===== config.mk =====
export PLATFORM = sky130hd
export DESIGN_NAME = tsu_sfd_stamp
export DESIGN_NICKNAME = d
export VERILOG_FILES = /design/src/rtl/tsu_sfd_stamp.sv
export SDC_FILE = /design/constraint.sdc
export NUM_CORES = 2
export LEC_CHECK = 0
export ABC_AREA = 0
export CORE_ASPECT_RATIO = 0.7
export CORE_MARGIN = 1.5
export CORE_UTILIZATION = 50
export CTS_BUF_LIST = sky130_fd_sc_hd__clkbuf_4 sky130_fd_sc_hd__clkbuf_8 sky130_fd_sc_hd__clkbuf_16
export CTS_CLUSTER_SIZE = 20
export DETAILED_ROUTE_END_ITERATION = 8
export DONT_BUFFER_PORTS = 1
export PLACE_DENSITY_LB_ADDON = 0.05
export RECOVER_POWER = 100
export SLEW_MARGIN = 30
export SYNTH_ARGS = -nofsm -noshare
export SYNTH_HDL_FRONTEND = slang
export SYNTH_SLANG_ARGS = --single-unit

===== constraint.sdc =====
create_clock -name gmii_clk -period 27.7 [get_ports gmii_clk]
set_input_delay 5.54 -clock gmii_clk [delete_from_list [all_inputs] [get_ports gmii_clk]]
set_output_delay 5.54 -clock gmii_clk [all_outputs]
set_load 0.05 [all_outputs]

===== src/rtl/tsu_sfd_stamp.sv =====
// Ingress timestamp unit: SFD-time capture with latency compensation, L2 PTP parse, record FIFO.
// Optional TSU_VLAN_EN: skip one 802.1Q tag before the PTP ethertype.
module tsu_sfd_stamp #(
  parameter int SEC_W  = 48,
  parameter int NS_W   = 32,
  parameter int DEPTH  = 16,
  parameter int LAT_NS = 0,
  localparam int AW    = $clog2(DEPTH),
  localparam int REC_W = SEC_W + NS_W + 20
) (
  input  logic             gmii_clk,
  input  logic             rst,
  input  logic             giga_mode,
  input  logic             gmii_ctrl,
  input  logic [7:0]       gmii_data,
  input  logic [15:0]      ptp_msgid_mask,
  input  logic [SEC_W-1:0] rtc_sec,
  input  logic [NS_W-1:0]  rtc_ns,
  input  logic             q_rd_en,
  output logic [REC_W-1:0] q_rd_data,
  output logic             q_rd_valid,
  output logic             q_empty,
  output logic [AW:0]      q_count,
  input  logic             drop_clr,
  output logic [15:0]      drop_cnt,
  output logic             sfd_pulse
);

  typedef enum logic [1:0] {IDLE, PRE, FRAME, DROP} state_t;

  localparam logic [NS_W:0] NS_WRAP = (NS_W+1)'(1_000_000_000);
  localparam logic [NS_W:0] NS_LAT  = (NS_W+1)'(LAT_NS);

  state_t           state, state_next;
  logic             nib_phase, ctrl_d, byte_vld;
  logic [3:0]       nib_lo;
  logic [7:0]       rx_byte;
  logic             sfd_hit, frame_end;
  logic [10:0]      bcnt, off;
  logic [7:0]       et_hi;
  logic             et_match, seq_done;
  logic [3:0]       msg_type;
  logic [15:0]      seq_id;
  logic [NS_W:0]    ts_ns;
  logic [SEC_W-1:0] ts_sec;
  logic             ts_fix;
  logic             push_req, push, pop;
  logic [AW-1:0]    wr_ptr, rd_ptr;
  logic [REC_W-1:0] mem [DEPTH];

  // Gearbox: GMII bytes pass through; MII nibbles pair low-first into a byte
  always_ff @(posedge gmii_clk or posedge rst) begin
    if (rst) begin
      nib_phase <= 1'b0;
      nib_lo    <= '0;
      ctrl_d    <= 1'b0;
      byte_vld  <= 1'b0;
      rx_byte   <= '0;
    end else begin
      ctrl_d <= gmii_ctrl;
      if (giga_mode) begin
        nib_phase <= 1'b0;
        byte_vld  <= gmii_ctrl;
        rx_byte   <= gmii_data;
      end else begin
        byte_vld  <= gmii_ctrl && nib_phase;
        nib_phase <= gmii_ctrl ? ~nib_phase : 1'b0;
        if (gmii_ctrl && !nib_phase) nib_lo <= gmii_data[3:0];
        if (gmii_ctrl && nib_phase) rx_byte <= {gmii_data[3:0], nib_lo};
      end
    end
  end

  always_ff @(posedge gmii_clk or posedge rst) begin
    if (rst) state <= IDLE;
    else     state <= state_next;
  end

  always_comb begin
    state_next = state;
    sfd_hit    = 1'b0;
    frame_end  = 1'b0;
    if (state != IDLE && !ctrl_d) begin
      state_next = IDLE;
      frame_end  = 1'b1;
    end else if (byte_vld) begin
      case (state)
        IDLE: if (rx_byte == 8'h55) state_next = PRE;
        PRE: begin
          if (rx_byte == 8'hD5) begin
            state_next = FRAME;
            sfd_hit    = 1'b1;
          end else if (rx_byte != 8'h55) begin
            state_next = DROP;
          end
        end
        default: ;
      endcase
    end
  end

`ifdef TSU_VLAN_EN
  logic vlan;
  assign off = vlan ? 11'd4 : 11'd0;
`else
  assign off = 11'd0;
`endif

  always_ff @(posedge gmii_clk or posedge rst) begin
    if (rst) begin
      bcnt     <= '0;
      et_hi    <= '0;
      et_match <= 1'b0;
      seq_done <= 1'b0;
      msg_type <= '0;
      seq_id   <= '0;
`ifdef TSU_VLAN_EN
      vlan     <= 1'b0;
`endif
    end else if (sfd_hit || state == IDLE) begin
      bcnt     <= '0;
      et_match <= 1'b0;
      seq_done <= 1'b0;
`ifdef TSU_VLAN_EN
      vlan     <= 1'b0;
`endif
    end else if (byte_vld && (state == FRAME || state == DROP)) begin
      if (bcnt != 11'd2047) bcnt <= bcnt + 11'd1;
      if (state == FRAME) begin
        if (bcnt == 11'd12 + off) et_hi <= rx_byte;
        if (bcnt == 11'd13 + off) begin
          if ({et_hi, rx_byte} == 16'h88F7) et_match <= 1'b1;
`ifdef TSU_VLAN_EN
          if (off == 11'd0 && {et_hi, rx_byte} == 16'h8100) vlan <= 1'b1;
`endif
        end
        if (bcnt == 11'd14 + off) msg_type <= rx_byte[3:0];
        if (bcnt == 11'd44 + off) seq_id[15:8] <= rx_byte;
        if (bcnt == 11'd45 + off) begin
          seq_id[7:0] <= rx_byte;
          seq_done    <= 1'b1;
        end
      end
    end
  end

  // Capture with latency added; the ns->sec carry is resolved one cycle later
  always_ff @(posedge gmii_clk or posedge rst) begin
    if (rst) begin
      ts_ns     <= '0;
      ts_sec    <= '0;
      ts_fix    <= 1'b0;
      sfd_pulse <= 1'b0;
    end else begin
      sfd_pulse <= sfd_hit;
      if (sfd_hit) begin
        ts_ns  <= {1'b0, rtc_ns} + NS_LAT;
        ts_sec <= rtc_sec;
        ts_fix <= 1'b1;
      end else if (ts_fix) begin
        ts_fix <= 1'b0;
        if (ts_ns >= NS_WRAP) begin
          ts_ns  <= ts_ns - NS_WRAP;
          ts_sec <= ts_sec + SEC_W'(1);
        end
      end
    end
  end

  assign push_req = frame_end && state == FRAME && et_match && seq_done && ptp_msgid_mask[msg_type];
  assign pop      = q_rd_en && (q_count != '0);
  assign push     = push_req && ((q_count < (AW+1)'(DEPTH)) || pop);
  assign q_empty  = (q_count == '0);

  always_ff @(posedge gmii_clk) begin
    if (push) mem[wr_ptr] <= {ts_sec, ts_ns[NS_W-1:0], msg_type, seq_id};
  end

  always_ff @(posedge gmii_clk or posedge rst) begin
    if (rst) begin
      wr_ptr     <= '0;
      rd_ptr     <= '0;
      q_count    <= '0;
      q_rd_data  <= '0;
      q_rd_valid <= 1'b0;
      drop_cnt   <= '0;
    end else begin
      q_rd_valid <= pop;
      if (pop) begin
        q_rd_data <= mem[rd_ptr];
        rd_ptr    <= rd_ptr + AW'(1);
      end
      if (push) wr_ptr <= wr_ptr + AW'(1);
      if (push && !pop)      q_count <= q_count + (AW+1)'(1);
      else if (pop && !push) q_count <= q_count - (AW+1)'(1);
      if (drop_clr) drop_cnt <= '0;
      else if (push_req && !push && drop_cnt != 16'hFFFF) drop_cnt <= drop_cnt + 16'd1;
    end
  end

endmodule


Word level (Yosys, flattened, before mapping)
Memory sizes are Yosys's and may differ from the RTL's. A register that Yosys moved wholly into a read port is not among the register bits.
Cells that the tools add are included.
{"block": "totals", "register_bits": 171, "mem_bits_rw": 1600, "out_inout_bits": 124, "n_memories": 1}
{"name": "mem", "words": 16, "word_bits": 100, "read_ports": 1, "rd_clocked_by_memory_dff": 1, "write_ports": 1, "line_no": "49", "source": "logic [REC_W-1:0] mem [DEPTH];"}
{"block": "classes", "addsub": 8, "order_cmp": 3, "n_eq_ne": 16, "n_mux": 43, "bitwise_logic": 3, "n_reduce_logical": 48}
{"op": "$mux W48", "n": 3}
{"op": "$mux W33", "n": 3}
{"op": "$add A48 B1 Y48 const B", "n": 1}
{"op": "$eq A11 B4 Y1 const B", "n": 3}
{"op": "$ge A33 B30 Y1 const B", "n": 1}
{"op": "$mux W11", "n": 3}
{"op": "$sub A33 B30 Y33 const B", "n": 1}
{"op": "$mux W16", "n": 2}
{"op": "$reduce_bool A2 Y1", "n": 13}
{"op": "$reduce_and A4 Y1", "n": 6}
{"op": "$eq A11 B6 Y1 const B", "n": 2}
{"op": "$mux W1", "n": 21}
{"op": "$add A16 B1 Y16 const B", "n": 1}
{"op": "$eq A16 B16 Y1 const B", "n": 1}
{"op": "$mux W8", "n": 2}
{"op": "$ne A16 B16 Y1 const B", "n": 1}
{"op": "$logic_and A1 B1 Y1", "n": 14}
{"op": "$add A11 B1 Y11 const B", "n": 1}
{"op": "$ne A11 B11 Y1 const B", "n": 1}
{"op": "$mux W2", "n": 5}
{"op": "$mux W5", "n": 2}
{"op": "$add A4 B1 Y4 const B", "n": 2}
{"op": "$eq A8 B7 Y1 const B", "n": 1}
{"op": "$eq A8 B8 Y1 const B", "n": 1}
{"op": "other kinds (20)", "n": 30}

Logic depth before layout (Yosys ltp)
{"block": "logic_depth", "word_depth": 13, "depth_mapped": 12, "ltp_nobuf": 12}

Least setup slack after synthesis
Ideal clock, no wire load.
{"block": "synth_path", "path_type": "in2reg", "startpoint": "in ptp_msgid_mask[5]", "endpoint": "mem mem[3][0] (netlist name), enable pin", "arrival_time_ns": 13.370, "required_ns": 27.019, "setup_slack_ns": 13.649, "stages": 6, "path_buffers": 0, "cell_sequence": "mux4_2 > mux4_2 > nand2_1 > nor2_1 > nand2_1 > nor3_1"}
{"block": "synth_between", "elab_chain_cells": 6}
{"element": "start, declared", "line_no": "16", "source": "input logic [15:0] ptp_msgid_mask,"}
{"element": "$bmux W1 S4", "line_no": "170", "source": "assign push_req = frame_end && state == FRAME && et_match && seq_done && ptp_msgid_mask[msg_type];"}
{"element": "$mux W1 (implied by the code)", "line_no": "170"}
{"element": "$logic_and A1 B1 Y1", "line_no": "170"}
{"element": "$logic_and A1 B1 Y1", "line_no": "172", "source": "assign push = push_req && ((q_count < (AW+1)'(DEPTH)) || pop);"}
{"element": "net push", "line_no": "47", "source": "logic push_req, push, pop;"}
{"element": "$mux W1", "line_no": "176", "source": "if (push) mem[wr_ptr] <= {ts_sec, ts_ns[NS_W-1:0], msg_type, seq_id};"}
{"element": "$mux W1 (implied by the code)", "line_no": "176"}
{"element": "end, declared", "line_no": "49"}
The timed path passes the listed nets, and every way through them passes these cells. The select of a mux whose other input is x is not followed.

==> metrics.md <==
| Metric | Value |
|---|---|
| Status | `finished with violations` |
| Failing checks | `max-capacitance violations, max-slew violations` |
| Slew @ Worst Pin | `5000 ps` |
| Post-synth top area share | `66.3%` |
| Global Route met1 Usage | `33.2%` |
| Initial antenna violation count | `3` |
| Worst rel slew slack | `-233%` |
| Core ar. | `143000 sq um` |
| Fin util | `56.1%` |
| Full die area | `147000 sq um` |
| Count leader, synth | `edfxtp_1` |
| Met2 Use GR | `37.8%` |
| Sequential area share after synthesis | `75.7%` |
| Initial Util | `50.5%` |
| H-tree depth | `4` |
| Top cells by count, synth | `edfxtp_1 (1600), mux4_2 (490), nand2_1 (436), dfrtp_1 (270), clkbuf_1 (107)` |
| Resize count post-CTS | `0` |
| R2R Path End | `mem[15][86]` |
| Global-route wire length before repair | `247000 um` |
| DRT Wirelength | `167000 um` |
| Final-report setup violation count | `0` |
| Root Driver | `clkbuf_16` |
| Reg clk slew, reported paths | `60 ps` |
| Share of cells above drive strength 1 | `23.0%` |
| Clk_lat worst skew | `790 ps` |
| Cell area after synthesis | `72400 sq um` |
| Synth Warn # | `0` |
| RR Startpoint | `msg_type[0]` |
| Fin. max-slew vios | `2184` |
| Hold Buf Count CTS | `0` |
| Synth top area cells | `edfxtp_1 (66%), mux4_2 (15%), dfrtp_1 (9.3%)` |
| CTS Buf Count | `174` |
| Hold Path Stages | `1` |
| Req. time, crit path | `27740 ps` |
| Die Ht | `321 um` |
| Pin count of the biggest net entering global routing | `109` |
| Final hold vios | `0` |
| R2R depth | `8` |
| DP Wirelength | `93700 um` |
| Top-Level Pins | `234` |
| Row count | `116` |
| Worst Hold Class | `reg2reg` |
| Cell variety after synth | `60` |
| Fmax achieved | `0.0743 GHz` |
| Max cap viols | `48` |
| R2R setup slack | `18340 ps` |
| Hold path startpoint | `nib_lo[1]` |
| Pwr per Cell Area | `68.0 nW/um^2` |
| Post-synthesis sequential element count | `1870` |
| Iter 0 DRT Violations | `3381` |
| Final Critical Period | `13460 ps` |
| Wire per inst | `29.2 um` |
| Total number of vias | `34400` |
| Area growth syn-to-layout | `11.1%` |
| Hold EP | `nib_lo[1]` |
| IR drop worst, VDD | `0.0000665 V` |
| Met3 Use GR | `2.93%` |
| Mean post-synth cell area | `20.2 sq um` |
| Synth Flop Type | `edfxtp_1` |
| Final Wtd Congestion | `0.784` |
| Post-CTS Setup Bufs | `0` |
| CP Class | `in2async` |
| Via count of the first global-routing pass | `36200` |
| Total Power | `5.47 mW` |
| Startpoint types | `input port` |
| Clock buffer depth | `3` |
| DR pass1 iterations | `5` |
| Arrival time at the worst endpoint | `13510 ps` |
| GR Util All Layers | `23.1%` |
| Setup_tns | `0 ps` |
| Worst Setup End Kind | `asynchronous set/reset pin` |
| Final Cycle Share | `48.6%` |
| Most used routing layer | `met2` |
| Post-route ant nets | `0` |
| Pleak | `23.0 nW` |
| Port bufs | `0` |
| GRT Residual Overflow | `0` |
| Clock Sinks | `1870` |
| Top cell type by total area after synthesis | `edfxtp_1` |
| Die width | `458 um` |
| CP max FO | `96` |
| Via-to-Cell Ratio | `6.04` |
| DRC Markers | `0` |
| CTS tree | `yes` |
| Number of synthesized flops with an enable pin | `1600` |
| Clock skew | `18.5 ps` |
| Syn_nets | `3716` |
| RSZ-0062 raised after global routing | `no` |
| Fin nets | `3791` |
| Gate Count Post-Synth | `3589` |
| Fraction of registers with async set/reset | `14.4%` |
[through the flow]
stage	setup WS (ps)	hold WS (ps)	area, sq um	std cells
floorplan	13650	463	72400	3589
global placement	17220	482	74800	5366
detailed placement	17460	495	74800	5368
CTS	18320	509	80600	5692
global route	12400	517	80500	5700
finish	14240	503	80500	5702
[report_power, final]
part	switching [mW]	total [mW]	leakage [nW]	internal, mW
combinational	0.0135	0.0188	4.70	0.00530
sequential	0.0128	3.04	15.4	3.03
clock	1.02	2.42	2.90	1.39
[flip-flops by register name, indices dropped and copies added, names as in the netlist]
name	flops
seq_id	16
sfd_pulse	1
drop_cnt	16
rd_ptr	4
et_hi	8
nib_phase	1
q_rd_data	100
rx_byte	8
q_count	5
ts_ns	33
et_match	1
byte_vld	1
seq_done	1
q_rd_valid	1
ctrl_d	1
state	2
bcnt	11
wr_ptr	4
msg_type	4
ts_sec	48
nib_lo	4
mem	1600
[cells by family (layout without fill, tap and decap cells)]
group	count (synthesis)	after routing	share of synthesized area, %
multiplexers	552	552	16.1
other	0	2	0
AO/OA/AOI/OAI	153	153	1.26
flip-flops	1870	1870	75.7
XOR/XNOR	99	99	1.20
adder cells (fa/ha/maj)	17	17	0.304
buffers and inverters	199	422	1.08
AND/OR/NAND/NOR	699	699	4.34
[worst max path at each step]
stage	start	end	slack, ps	cells after the start
CTS	ptp_msgid_mask[9]	mem[7][54]	18320	8
floorplan	ptp_msgid_mask[5]	mem[3][0]	13650	6
global route	rst	ctrl_d	12400	3
detailed placement	ptp_msgid_mask[9]	mem[7][77]	17460	8
finish	rst	bcnt[5]	14240	3
global placement	ptp_msgid_mask[5]	mem[7][67]	17220	8
[cell type report]
class	count	area (sq um)
Tap cell	1888	2360
Timing Repair Buffer	76	529
Inverter	22	98.8
Fill cell	10800	62900
Clock buffer	228	4920
Multi-Input combinational cell	1520	16900
Clock inverter	96	872
Sequential cell	1870	54800
Antenna cell	2	5.00
[cells in the final DEF (no fill, tap or decap), types with 6 or more instances in the layout]
| cell type | count |
|---|---|
| xnor2_1 | 60 |
| inv_6 | 6 |
| o221ai_1 | 15 |
| nand2_1 | 436 |
| buf_4 | 15 |
| clkbuf_16 | 180 |
| nor2_1 | 95 |
| xor2_1 | 39 |
| ha_1 | 16 |
| clkbuf_4 | 37 |
| nor3_2 | 11 |
| o21ai_0 | 72 |
| nand4_1 | 24 |
| and4_1 | 10 |
| nor4_1 | 6 |
| dfrtp_1 | 267 |
| clkinv_1 | 35 |
| nand3_1 | 45 |
| nor3_1 | 15 |
| mux2_2 | 32 |
| bufinv_16 | 15 |
| clkinvlp_4 | 6 |
| edfxtp_1 | 1600 |
| clkbuf_8 | 12 |
| inv_1 | 18 |
| mux2i_1 | 30 |
| a21oi_1 | 35 |
| mux4_2 | 490 |
| a21o_1 | 6 |
| and3_1 | 17 |
| clkinv_2 | 32 |
| clkbuf_1 | 49 |
[per-layer routing]
metal	wire length, um	part of all wire [%]	up-vias
met1	73100	44	18600
met5	11	0.0066	-
met3	7820	4.7	210
met4	3460	2.1	2
met2	82300	49	978
li1	-	-	14600
[worst max-delay path, cell delays in order]
cell	delay [ps]
clkinvlp_2	2660
clkbuf_1	2430
clkbuf_1	2770
Note: power is estimated with default switching activity, not from simulation.
